File: src/rtl/vga_fb_arbiter.sv
// vga_fb_arbiter: shares one framebuffer write port between CPU pixel writes
// and a rectangle-fill engine. The fill engine walks the rectangle in raster
// order. A starvation counter makes sure a busy CPU cannot lock the fill out.
module vga_fb_arbiter #(
    parameter int WIDTH      = 160,
    parameter int HEIGHT     = 120,
    parameter int STARVE_MAX = 4
) (
    input  logic        i_clk,
    input  logic        i_reset_n,
    input  logic        i_cpuValid,
    input  logic [31:0] i_cpuAddr,
    input  logic [31:0] i_cpuData,
    output logic        o_cpuReady,
    input  logic        i_fillStart,
    input  logic [7:0]  i_fillX0,
    input  logic [7:0]  i_fillY0,
    input  logic [7:0]  i_fillX1,
    input  logic [7:0]  i_fillY1,
    input  logic [11:0] i_fillColor,
    output logic        o_fillBusy,
    output logic        o_fillDone,
    output logic [31:0] o_pxlAddr,
    output logic [31:0] o_pxlData,
    output logic        o_pxlWe
);

    localparam int SW = (STARVE_MAX < 1) ? 1 : $clog2(STARVE_MAX + 1);

    typedef enum logic {
        IDLE,
        FILL
    } state_t;

    state_t state, next_state;

    logic [7:0]    x0_q, x1_q, y1_q;
    logic [11:0]   color_q;
    logic [7:0]    cur_x, cur_y;
    logic [SW-1:0] starve_q;

    logic [7:0]  start_x0, start_y0, start_x1, start_y1;
    logic        start_empty;
    logic        accept_start;
    logic        cpu_grant, fill_grant;
    logic        last_pixel;
    logic [31:0] fill_addr;

    // Corners are clamped into the framebuffer before anything else uses them
    function automatic logic [7:0] clampX(input logic [7:0] v);
        if (int'(v) > WIDTH - 1) return 8'(WIDTH - 1);
        return v;
    endfunction

    function automatic logic [7:0] clampY(input logic [7:0] v);
        if (int'(v) > HEIGHT - 1) return 8'(HEIGHT - 1);
        return v;
    endfunction

    assign start_x0     = clampX(i_fillX0);
    assign start_x1     = clampX(i_fillX1);
    assign start_y0     = clampY(i_fillY0);
    assign start_y1     = clampY(i_fillY1);
    assign start_empty  = (start_x0 > start_x1) || (start_y0 > start_y1);
    assign accept_start = (state == IDLE) && i_fillStart;

    assign last_pixel = (cur_x == x1_q) && (cur_y == y1_q);
    assign fill_addr  = ({24'b0, cur_y} * 32'(WIDTH)) + {24'b0, cur_x};

    // State register; reset abandons any fill in progress
    always_ff @(posedge i_clk) begin
        if (!i_reset_n) state <= IDLE;
        else            state <= next_state;
    end

    // Next state and arbitration: CPU wins in IDLE, and in FILL only until the
    // starvation limit is reached, after which the fill takes one slot
    always_comb begin
        next_state = state;
        cpu_grant  = 1'b0;
        fill_grant = 1'b0;
        if (i_reset_n) begin
            case (state)
                IDLE: begin
                    cpu_grant = i_cpuValid;
                    if (i_fillStart && !start_empty) next_state = FILL;
                end
                FILL: begin
                    if (i_cpuValid && (starve_q < SW'(STARVE_MAX))) cpu_grant = 1'b1;
                    else                                             fill_grant = 1'b1;
                    if (fill_grant && last_pixel) next_state = IDLE;
                end
                default: next_state = IDLE;
            endcase
        end
    end

    assign o_cpuReady = cpu_grant;
    assign o_fillBusy = (state == FILL);

    // Registered write port, fill parameters, raster cursor and starvation count
    always_ff @(posedge i_clk) begin
        if (!i_reset_n) begin
            o_pxlWe    <= 1'b0;
            o_pxlAddr  <= 32'd0;
            o_pxlData  <= 32'd0;
            o_fillDone <= 1'b0;
            x0_q       <= 8'd0;
            x1_q       <= 8'd0;
            y1_q       <= 8'd0;
            color_q    <= 12'd0;
            cur_x      <= 8'd0;
            cur_y      <= 8'd0;
            starve_q   <= '0;
        end else begin
            o_pxlWe    <= cpu_grant || fill_grant;
            o_fillDone <= (fill_grant && last_pixel) || (accept_start && start_empty);
            if (cpu_grant) begin
                o_pxlAddr <= i_cpuAddr;
                o_pxlData <= i_cpuData;
            end else if (fill_grant) begin
                o_pxlAddr <= fill_addr;
                o_pxlData <= {20'b0, color_q};
            end

            if (state == FILL) begin
                if (cpu_grant)       starve_q <= starve_q + 1'b1;
                else if (fill_grant) starve_q <= '0;
            end else begin
                starve_q <= '0;
            end

            if (accept_start && !start_empty) begin
                x0_q    <= start_x0;
                x1_q    <= start_x1;
                y1_q    <= start_y1;
                color_q <= i_fillColor;
                cur_x   <= start_x0;
                cur_y   <= start_y0;
            end else if (fill_grant) begin
                if (cur_x == x1_q) begin
                    cur_x <= x0_q;
                    cur_y <= cur_y + 8'd1;
                end else begin
                    cur_x <= cur_x + 8'd1;
                end
            end
        end
    end

endmodule

File: config.mk
export PLATFORM = sky130hd
export DESIGN_NAME = vga_fb_arbiter
export DESIGN_NICKNAME = d
export VERILOG_FILES = /design/src/rtl/vga_fb_arbiter.sv
export SDC_FILE = /design/constraint.sdc
export NUM_CORES = 1
export LEC_CHECK = 0
export CAP_MARGIN = 20
export CORE_ASPECT_RATIO = 1.1
export CORE_UTILIZATION = 40
export DETAILED_ROUTE_END_ITERATION = 16
export PLACE_DENSITY = 0.78
export RECOVER_POWER = 25
export SYNTH_ARGS = -nofsm -noshare
export SYNTH_HDL_FRONTEND = slang
export SYNTH_SLANG_ARGS = --single-unit
File: constraint.sdc
create_clock -name i_clk -period 2.5 [get_ports i_clk]
set_clock_uncertainty 0.05 [all_clocks]
set_input_delay 0.5 -clock i_clk [delete_from_list [all_inputs] [get_ports i_clk]]
set_output_delay 0.5 -clock i_clk [all_outputs]
set_load 0.005 [all_outputs]
==> run metrics <==
core area=15,100 µm²; final WL=23,300 µm; critical path class=primary input to flop; GRT Total Usage=0.270; number of flops mapped to enable cells by yosys=0; status=complete, but fails checks; die area=15,900 µm²; Slew HR=0.455; drt initial violations=711; ANT nets after route=0; Most common cell on crit path=nor2b_4; Starting Density=0.410; Mapped Nets=827; Buffers on Ports=179; DRT Pass-1 Iters=5; clk root buf=clkbuf_16; final setup violation count=10; YS warnings=0; register area share after synthesis=0.396; unique cell type count in the Yosys netlist=61; RSZ-0062 raised after global routing=true; most common cell after layout, fill and taps aside=clkdlybuf4s50_1; dpl hpwl=14,600 µm; CTS sink cnt=122; critical path data required time=2.72 ns; leading cell types in the layout, fill and taps excluded=clkdlybuf4s50_1 (130), buf_4 (121), dfxtp_1 (119); CTS Buf Count=17; CTS tree=done; clock-pin slew on the worst setup and hold paths=0.06 ns; VDD IR max=0.436 mV; crit-path cells=buf_8, a41oi_4, nor2b_4, ha_4, nor2b_4, o211ai_1, a21oi_2, buf_4, o22a_4, clkbuf_16, o31ai_2, a21oi_1; Routability Congestion=0.880; Worst-Skew Late Latency=0.42 ns; CP max stage cell=o31ai_2; Final Hold Viols=0; layout cells sized above 1=0.278; Die H=132 µm; area grow syn2layout=66.0%; H-tree levels=4; grt ovf=0; fmax=0.378 GHz; Hold-fix buffers, CTS=0; worst hold slack=0.376 ns; CP bufs+invs=3; Max Slew Vio Count=0; Max stage delay on crit path=0.35 ns; fillers=1,084; FF+latch area=2450 µm²; Worst Tran Pin Value=0.816 ns; Multi-input gate area=3970 µm²; fin crit period=2.64 ns; Wirelength per Cell=19.8 µm; async set or reset register ratio after synthesis=0; Vias=6,958; synthesized area=6170 µm²; failing checks=setup timing; final worst slack=-0.142 ns; power per cell area=630 nW/µm²; top_reg_cell synth=dfxtp_1; Gate Count Post-Synth=679; DIE WIDTH=120 µm; Diodes inserted=0; Final Cycle Share=1.06; initial antenna violation count=0; Data arrival, critical path=2.87 ns; vias in the first global route=6,655; crit-path max FO=12; syn avg cell area=9.09 µm²; Tot Pwr=6.45 mW; synthesized flop and latch total=122; startpoint types=primary input; Avg Vias per Cell=5.91; first-pass GRT wire length=33,800 µm; largest net degree at the start of global routing=59; IO Pins=180; Leak=4.11 nW; DRC Markers=0; NumNets Final=1,116; CP top delay family=compound AO/OA/AOI/OAI gates; num rows=47; type of the worst min-delay path=flop to flop; Crit. End Element=flop; MaxCap Viol Count=0; clock tree buffer depth=2
[metal layers]
metal | routed length [µm] | share of wire | track usage | up-vias
li1 | - | - | - | 3143
met1 | 8930 | 0.38 | 0.314 | 3268
met2 | 11300 | 0.48 | 0.454 | 438
met3 | 1930 | 0.083 | 0.0584 | 109
met4 | 1160 | 0.050 | 0.158 | 0
met5 | 0 | 0 | 0 | -
[final timing paths]
path | from | cells after the start | endpoint | slack [ns]
min reg2reg | starve_q[0]$_SDFFE_PN0P_ | 1 | starve_q[0]$_SDFFE_PN0P_ | 0.38
max reg2reg | cur_y[1]$_SDFFE_PN0P_ | 9 | o_pxlAddr[14]$_SDFFE_PN0P_ | 0.07
max | i_fillY1[4] | 12 | color_q[4]$_SDFFE_PN0P_ | -0.14
min | starve_q[0]$_SDFFE_PN0P_ | 1 | starve_q[0]$_SDFFE_PN0P_ | 0.38
[where the power goes]
| part | internal, mW | switching, mW |
|---|---|---|
| clock network | 1.39 | 0.932 |
| logic | 0.981 | 0.932 |
| registers | 2.10 | 0.119 |
[worst register-to-register path, cell delays in order (launching register included)]
cell	delay, ns
dfxtp_4	0.36
ha_4	0.24
ha_4	0.16
fa_2	0.37
a21o_1	0.19
a311o_1	0.29
a21oi_2	0.18
xnor2_2	0.15
xor2_1	0.18
o22ai_1	0.10
[cell type report]
class                      instances  area share
timing repair buffer             323       0.292
inverter                           9     0.00330
multi-input combinational        495       0.387
clock inverter                    14      0.0119
clock buffer                      18      0.0429
sequential                       122       0.239
tap                              196      0.0239
[flip-flops by register name, summed over array words and instances (netlist names), 3 cells and up]
signal / count
o_pxlAddr: 32
o_pxlData: 32
color_q: 12
cur_x: 8
cur_y: 8
x0_q: 8
x1_q: 8
y1_q: 8
starve_q: 3
[repair_timing]
action,in CTS,in global routing
gates cloned,4,3
endpoints found under the setup margin,57,59
setup buffers,22,7
pin swaps,32,42
gates resized for setup,91,82
[synth_stat cells, types with 4 or more instances]
library cell  number  share of area
dfxtp_1          122           0.40
nor2_1            47          0.029
a22o_1            35          0.050
clkbuf_1          34          0.021
ha_1              34          0.069
a21oi_1           33          0.027
nand2_1           33          0.020
xnor2_1           27          0.038
nor3_1            24          0.019
nand4_1           23          0.023
a211oi_1          22          0.027
a31oi_1           20          0.020
o31a_1            17          0.024
buf_2             15          0.012
o31ai_1           15          0.018
o21a_1            13          0.016
o22ai_1           13          0.013
nor2b_1           11          0.011
o21ai_0           11         0.0089
nor4_1            10          0.010
xor2_1            10          0.014
nand3_1            9         0.0073
or2_2              9         0.0091
and2_1             8         0.0081
o211ai_1           7         0.0085
a22oi_1            6         0.0073
inv_1              6         0.0037
nand2b_1           6         0.0061
a21o_1             5         0.0061
a311oi_1           5         0.0071
and3_1             4         0.0041
and4_1             4         0.0057
[cells by family after synthesis]
kind of cell / Yosys count / share of synthesized area
and+or+nand+nor: 199 / 0.170
adders and majority gates: 36 / 0.0754
AOI/OAI and AO/OA: 218 / 0.257
muxes: 1 / 0.00162
buffers and inverters: 63 / 0.0438
DFF: 122 / 0.396
xor gates and xnor gates: 38 / 0.0552
other: 2 / 0.00122
[metrics by stage]
step	utilization	setup slack, ns	TNS, ns	instance area, µm²	cells
5_1_grt	0.680	-0.255	-2.66	10200	1177
3_5_place_dp	0.591	-0.727	-42.75	8900	1113
6_report	0.680	-0.142	-0.443	10200	1177
2_1_floorplan	-	0.000313	0	6270	679
3_3_place_gp	0.591	-0.637	-39.07	8900	1113
4_1_cts	0.658	0.00224	0	9900	1170
(Power assumes the default switching activity.)
